===== src/rtl/mem_port_arbiter.sv =====
// Arbitrates the single unified memory port between instruction fetch (F)
// and data load/store (D); one transaction in flight at a time.
module mem_port_arbiter #(
  parameter int ADDR_W    = 32,
  parameter int DATA_W    = 32,
  parameter int MEM_LAT   = 1,
  parameter int DATA_PRIO = 0
) (
  input  logic              clk,
  input  logic              reset,
  input  logic              f_req,
  input  logic [ADDR_W-1:0] f_addr,
  output logic              f_gnt,
  output logic              f_rvalid,
  output logic [DATA_W-1:0] f_rdata,
  input  logic              d_req,
  input  logic              d_we,
  input  logic [ADDR_W-1:0] d_addr,
  input  logic [DATA_W-1:0] d_wdata,
  output logic              d_gnt,
  output logic              d_rvalid,
  output logic [DATA_W-1:0] d_rdata,
  output logic              mem_en,
  output logic              mem_we,
  output logic [ADDR_W-1:0] mem_addr,
  output logic [DATA_W-1:0] mem_wdata,
  input  logic [DATA_W-1:0] mem_rdata,
  output logic              busy
);

  typedef enum logic [1:0] {
    IDLE  = 2'd0,
    ISSUE = 2'd1,
    WAIT  = 2'd2,
    RESP  = 2'd3
  } state_t;

  localparam logic OWN_F = 1'b0;
  localparam logic OWN_D = 1'b1;

  state_t            state_q, state_d;
  logic              owner_q, owner_d;
  logic              last_owner_q, last_owner_d;
  logic              we_q, we_d;
  logic [3:0]        cnt_q, cnt_d;
  logic              pick_s;
  logic              f_gnt_q, f_gnt_d, d_gnt_q, d_gnt_d;
  logic              f_rvalid_q, f_rvalid_d, d_rvalid_q, d_rvalid_d;
  logic [DATA_W-1:0] f_rdata_q, f_rdata_d, d_rdata_q, d_rdata_d;
  logic              mem_en_q, mem_en_d, mem_we_q, mem_we_d;
  logic [ADDR_W-1:0] mem_addr_q, mem_addr_d;
  logic [DATA_W-1:0] mem_wdata_q, mem_wdata_d;
  logic              busy_q, busy_d;

  // Next-state and next-output logic; outputs are registered one edge ahead
  // so each pulse lines up with the state it belongs to.
  always_comb begin
    state_d      = state_q;
    owner_d      = owner_q;
    last_owner_d = last_owner_q;
    we_d         = we_q;
    cnt_d        = cnt_q;
    pick_s       = OWN_F;
    f_gnt_d      = 1'b0;
    d_gnt_d      = 1'b0;
    f_rvalid_d   = 1'b0;
    d_rvalid_d   = 1'b0;
    f_rdata_d    = f_rdata_q;
    d_rdata_d    = d_rdata_q;
    mem_en_d     = 1'b0;
    mem_we_d     = 1'b0;
    mem_addr_d   = mem_addr_q;
    mem_wdata_d  = mem_wdata_q;

    case (state_q)
      IDLE: begin
        if (f_req || d_req) begin
          if (f_req && d_req) begin
            pick_s = (DATA_PRIO != 0) ? OWN_D : ~last_owner_q;
          end else begin
            pick_s = d_req;
          end
          owner_d     = pick_s;
          we_d        = pick_s & d_we;
          mem_addr_d  = pick_s ? d_addr : f_addr;
          mem_wdata_d = pick_s ? d_wdata : {DATA_W{1'b0}};
          mem_en_d    = 1'b1;
          mem_we_d    = pick_s & d_we;
          f_gnt_d     = ~pick_s;
          d_gnt_d     = pick_s;
          state_d     = ISSUE;
        end else begin
          state_d = IDLE;
        end
      end
      ISSUE: begin
        cnt_d        = 4'(MEM_LAT);
        last_owner_d = owner_q;
        state_d      = WAIT;
      end
      WAIT: begin
        if (cnt_q == 4'd1) begin
          cnt_d   = 4'd0;
          state_d = RESP;
          if (owner_q == OWN_D) begin
            d_rdata_d  = we_q ? {DATA_W{1'b0}} : mem_rdata;
            d_rvalid_d = 1'b1;
          end else begin
            f_rdata_d  = mem_rdata;
            f_rvalid_d = 1'b1;
          end
        end else begin
          cnt_d = cnt_q - 4'd1;
        end
      end
      RESP: begin
        state_d = IDLE;
      end
      default: begin
        state_d = IDLE;
      end
    endcase

    busy_d = (state_d != IDLE);
  end

  // State and output registers with synchronous active-low reset.
  always_ff @(posedge clk) begin
    if (!reset) begin
      state_q      <= IDLE;
      owner_q      <= OWN_F;
      last_owner_q <= OWN_D;
      we_q         <= 1'b0;
      cnt_q        <= 4'd0;
      f_gnt_q      <= 1'b0;
      d_gnt_q      <= 1'b0;
      f_rvalid_q   <= 1'b0;
      d_rvalid_q   <= 1'b0;
      f_rdata_q    <= {DATA_W{1'b0}};
      d_rdata_q    <= {DATA_W{1'b0}};
      mem_en_q     <= 1'b0;
      mem_we_q     <= 1'b0;
      mem_addr_q   <= {ADDR_W{1'b0}};
      mem_wdata_q  <= {DATA_W{1'b0}};
      busy_q       <= 1'b0;
    end else begin
      state_q      <= state_d;
      owner_q      <= owner_d;
      last_owner_q <= last_owner_d;
      we_q         <= we_d;
      cnt_q        <= cnt_d;
      f_gnt_q      <= f_gnt_d;
      d_gnt_q      <= d_gnt_d;
      f_rvalid_q   <= f_rvalid_d;
      d_rvalid_q   <= d_rvalid_d;
      f_rdata_q    <= f_rdata_d;
      d_rdata_q    <= d_rdata_d;
      mem_en_q     <= mem_en_d;
      mem_we_q     <= mem_we_d;
      mem_addr_q   <= mem_addr_d;
      mem_wdata_q  <= mem_wdata_d;
      busy_q       <= busy_d;
    end
  end

  assign f_gnt     = f_gnt_q;
  assign d_gnt     = d_gnt_q;
  assign f_rvalid  = f_rvalid_q;
  assign d_rvalid  = d_rvalid_q;
  assign f_rdata   = f_rdata_q;
  assign d_rdata   = d_rdata_q;
  assign mem_en    = mem_en_q;
  assign mem_we    = mem_we_q;
  assign mem_addr  = mem_addr_q;
  assign mem_wdata = mem_wdata_q;
  assign busy      = busy_q;

endmodule

===== config.mk =====
export PLATFORM = sky130hd
export DESIGN_NAME = mem_port_arbiter
export DESIGN_NICKNAME = d
export VERILOG_FILES = /design/src/rtl/mem_port_arbiter.sv
export SDC_FILE = /design/constraint.sdc
export NUM_CORES = 1
export LEC_CHECK = 0
export CAP_MARGIN = 40
export CORE_MARGIN = 1.5
export CORE_UTILIZATION = 44
export DETAILED_ROUTE_END_ITERATION = 8
export PLACE_DENSITY = 0.86
export SLEW_MARGIN = 0
export SYNTH_ARGS = -nofsm -noshare
export SYNTH_HDL_FRONTEND = slang
export SYNTH_SLANG_ARGS = --single-unit

===== constraint.sdc =====
create_clock -name clk -period 4.9 [get_ports clk]
set_clock_uncertainty 0.05 [all_clocks]
set_input_delay 0.98 -clock clk [delete_from_list [all_inputs] [get_ports clk]]
set_output_delay 0.98 -clock clk [all_outputs]
set_load 0.005 [all_outputs]

Word level (Yosys, flattened, before mapping)
Cells that the tools add are included.
W data, S select, Z words.
{"block": "op_classes", "div_mod_pow": 0, "n_eq_ne": 4, "n_reduce_logical": 11, "order_cmp": 0, "n_shift": 0, "mux": 14, "n_mul": 0, "bitwise": 4, "add_sub_neg": 1}
{"cell": "$mux W32", "count": 3}
{"cell": "$reduce_and A3 Y1", "count": 4}
{"cell": "$pmux W2 S4", "count": 1}
{"cell": "$pmux W4 S2", "count": 1}
{"cell": "$mux W1", "count": 7}
{"cell": "$eq A2 B2 Y1 const B", "count": 2}
{"cell": "$eq A4 B1 Y1 const B", "count": 1}
{"cell": "$mux W4", "count": 1}
{"cell": "$reduce_and A2 Y1", "count": 2}
{"cell": "$reduce_bool A2 Y1", "count": 2}
{"cell": "$sub A4 B1 Y4 const B", "count": 1}
{"cell": "$not A1 Y1", "count": 3}
{"cell": "$eq A2 B1 Y1 const B", "count": 1}
{"cell": "$logic_not A2 Y1", "count": 1}
{"cell": "$mux W2", "count": 1}
{"cell": "$and A1 B1 Y1", "count": 1}
{"cell": "$logic_and A1 B1 Y1", "count": 1}
{"cell": "$logic_or A1 B1 Y1", "count": 1}
{"block": "totals", "latch_bits": 0, "romBits": 0, "inputBits": 133, "ram_bits": 0, "register_bits": 144, "memories": 0, "output_inout_bits": 135}

Longest topological paths before layout
{"block": "logic_depth", "ltp_word": 5, "ltp_mapped": 7}

Least setup slack after synthesis
OpenSTA, ideal clock, no wires.
{"block": "synth_path", "path_kind": "input -> register", "start": "input reset", "end": "register mem_addr_q[12] (netlist: mem_addr[12])", "path_stages": 5, "setup_time_ns": 0.122, "slack_ns": 2.856, "required_time_ns": 4.728, "t_arrival_ns": 1.872, "cell_sequence": "buf_2 -> nand3_1 -> clkbuf_1 -> nor3b_1 -> a221o_1"}
{"item": "from (decl)", "line": "10", "rtl": "input logic reset,"}
{"item": "to (signal assigned)", "line": "143", "rtl": "mem_addr_q <= {ADDR_W{1'b0}};"}
{"item": "to (signal assigned)", "line": "160", "rtl": "mem_addr_q <= mem_addr_d;"}
{"item": "to (decl)", "line": "51", "rtl": "logic [ADDR_W-1:0] mem_addr_q, mem_addr_d;"}

Final worst setup path
{"block": "layout_path", "start": "input f_req", "end": "register mem_addr_q[13] (netlist: mem_addr[13])"}
{"block": "layout_via", "elab_chain_cells": 5}
{"item": "from (decl)", "line": "11", "rtl": "input logic f_req,"}
{"item": "$logic_and A1 B1 Y1", "line": "78", "rtl": "if (f_req && d_req) begin"}
{"item": "$mux W1", "line": "78"}
{"item": "$mux W1", "line": "77", "rtl": "if (f_req || d_req) begin"}
{"item": "$mux W1", "line": "75", "rtl": "case (state_q)"}
{"item": "$mux W32", "line": "85", "rtl": "mem_addr_d = pick_s ? d_addr : f_addr;"}
Parallel ways exist; a longest one is shown, timed or not. The select of a mux whose other input is x is not followed.
A chain may end at the register's enable or synchronous reset.

==> results.ini <==
[sta]
worst_pin_slew_ns=0.604
period_needed_ns=2.45
drv_slew=0
finalWorstSetupSlack_ns=2.45
setup_viol=0
period_share=0.501
setup_tns_ns=0
fmax_ghz=0.407
rsz0062_at_grt=no
slew_headroom=0.596
hold_viol=0

[setup_path]
critical_path_class=in2reg
endpoint_kind=register
worst_ep_arrival_time_ns=2.77
cp.required_ns=5.22
cp-start-kind=input pin
crit_fanout=22

[logic_synthesis]
avgSynthCellArea_um2=10.5
seq_area_frac_synth=0.514
yosys_register_bits=144
netlist_instances=533
synth_top_area_cell=dfxtp_1
yosys-top-cells-area=dfxtp_1 (51%), mux2i_1 (12%), nand2_1 (6.6%)
yosysTopAreaCellShare=0.514
synth.distinct_cells=35
syn_area_mm2=0.00561
ys_warn_count=0
synth_nets=672

[cells_and_area]
regArea_mm2=0.00288
nets=921
post-route-cell-area_mm2=0.00911
syn2layout_area_growth_pct=62.5
n_fill_cell=908
layout_commonest_cell=clkdlybuf4s50_1
diodes=0
drive_gt1_frac=0.0604
fin_util=0.728
mostFrequentLayoutCells=clkdlybuf4s50_1 (266), dfxtp_1 (144), nand2_1 (99), mux2i_1 (65)
multi_input_area_mm2=0.00245

[detailed_routing]
drc=0
routedWlPerCell_um=17.4
via_per_inst=5.19
vias=5021
drt_first_pass_iters=5
antenna_left=0
drt_iter0_drc=263
routed_wl_um=16800

[clock_network]
cts.htree.levels=4
clkLatencyLatePin_ns=0.42
clock_path_buffers=2
cts_root_buffer=clkbuf_16
cts.clk_slew.worst_paths_ns=0.06
hold_buffers=0
cts_tree=done
clock_sinks=144
numCtsBuffers=17
cts_resized=0
post_cts_buffers=0

[floorplan]
top_level_ports=268
dieArea_mm2=0.0134
core_area_mm2=0.0125
die_width_um=116
fp-row-count=41
die_y_um=116
start_util=0.448

[global_route]
use_met1=0.252
grt_pass1_wl_um=25400
overflow=0
grt_start_max_net_pins=102
grt_pass1_vias=5063
gr-usage-met2=0.447
grtUsageMet3=0.106
antenna_found_initial=0
grt.busiest_layer=met2
track_usage=0.247

[power]
power_density_mw_per_mm2=433
power_mw=3.95
p_leak_nw=3.32
vdd_ir_drop_max_mv=0.271

[placement]
placed_cell_area_mm2=0.00843
pre_cts_ws_ns=2.03
port_buffers=267
gp_congestion=0.756
dpl.hpwl_um=12300

[flow_run]
cap_violations=0

[run_status]
status=finished, final reports clean

[worst_hold_path]
hp-class=reg2reg

-- cell usage after synthesis --
| library cell | number |
|---|---|
| and2_1 | 6 |
| dfxtp_1 | 144 |
| and4bb_1 | 1 |
| inv_2 | 1 |
| buf_2 | 12 |
| o31ai_1 | 1 |
| a221o_1 | 32 |
| a22o_1 | 33 |
| nor2b_1 | 2 |
| nand3b_1 | 32 |
| a221oi_1 | 1 |
| buf_6 | 10 |
| buf_4 | 2 |
| buf_1 | 2 |
| ha_1 | 6 |
| nor3b_1 | 33 |
| nor2_1 | 6 |
| nor3_1 | 1 |
| nand2b_1 | 1 |
| o21a_1 | 4 |
| nand3_1 | 2 |
| a21o_1 | 1 |
| a21boi_0 | 2 |
| or3b_1 | 1 |
| a21oi_2 | 1 |
| o22ai_1 | 1 |
| a21oi_1 | 1 |
| mux2i_1 | 65 |
| inv_1 | 4 |
| nand2_1 | 99 |
| nor4b_1 | 1 |
| and3_1 | 1 |
| o21ai_0 | 1 |
| or4_1 | 1 |
| clkbuf_1 | 22 |
-- routing by layer --
layer | vias to the layer above | share of wire
li1 | 2389 | -
met1 | 2376 | 0.37
met2 | 225 | 0.52
met3 | 31 | 0.094
met4 | 0 | 0.022
met5 | - | 0
-- report_power, final --
group          internal [mW]  switching [mW]
Combinational          0.589           0.412
Sequential              1.35           0.115
Clock                  0.994           0.485
Total                   2.93            1.01
-- critical path, cell delays in order --
cell             delay, ns
clkdlybuf4s50_1       0.57
nand3_1               0.46
buf_16                0.34
nor3b_1               0.24
a221o_1               0.16
-- worst paths after layout --
path	startpoint	to	depth (start not counted)	slack, ns
hold / removal	f_rdata[11]	f_rdata[11]	2	0.40
setup reg to reg	state_q[0]	f_rdata[25]	6	2.77
hold reg to reg	f_rdata[11]	f_rdata[11]	2	0.40
setup / recovery	f_req	mem_addr[13]	5	2.45
-- state kept, by name, summed over array words and instances (netlist names) --
name,cells
last_owner_q,1
d_rdata,32
cnt_q,4
mem_we,1
we_q,1
f_rvalid,1
f_rdata,32
mem_addr,32
state_q,2
busy,1
mem_wdata,32
d_rvalid,1
f_gnt,1
d_gnt,1
owner_q,1
mem_en,1
-- logic make-up after synthesis --
family / count (synthesis) / share of synthesized area
buffers and inverters: 53 / 0.0529
and+or+nand+nor: 187 / 0.178
AOI/OAI and AO/OA: 78 / 0.125
adders and majority gates: 6 / 0.0134
muxes: 65 / 0.116
DFF: 144 / 0.514
-- layout make-up --
class,instances,area share
clock buffer,22,0.0521
clock inverter,10,0.0224
inverter,5,0.00206
multi-input combinational,336,0.269
sequential,144,0.317
tap,172,0.0236
timing repair buffer,278,0.315
-- metrics by stage --
step / cells / hold WS, ns
2_1_floorplan: 533 / 0.401
3_3_place_gp: 928 / 0.392
3_5_place_dp: 935 / 0.397
4_1_cts: 967 / 0.406
5_1_grt: 967 / 0.426
6_report: 967 / 0.402
No activity file was read; power rests on OpenSTA's default activity.
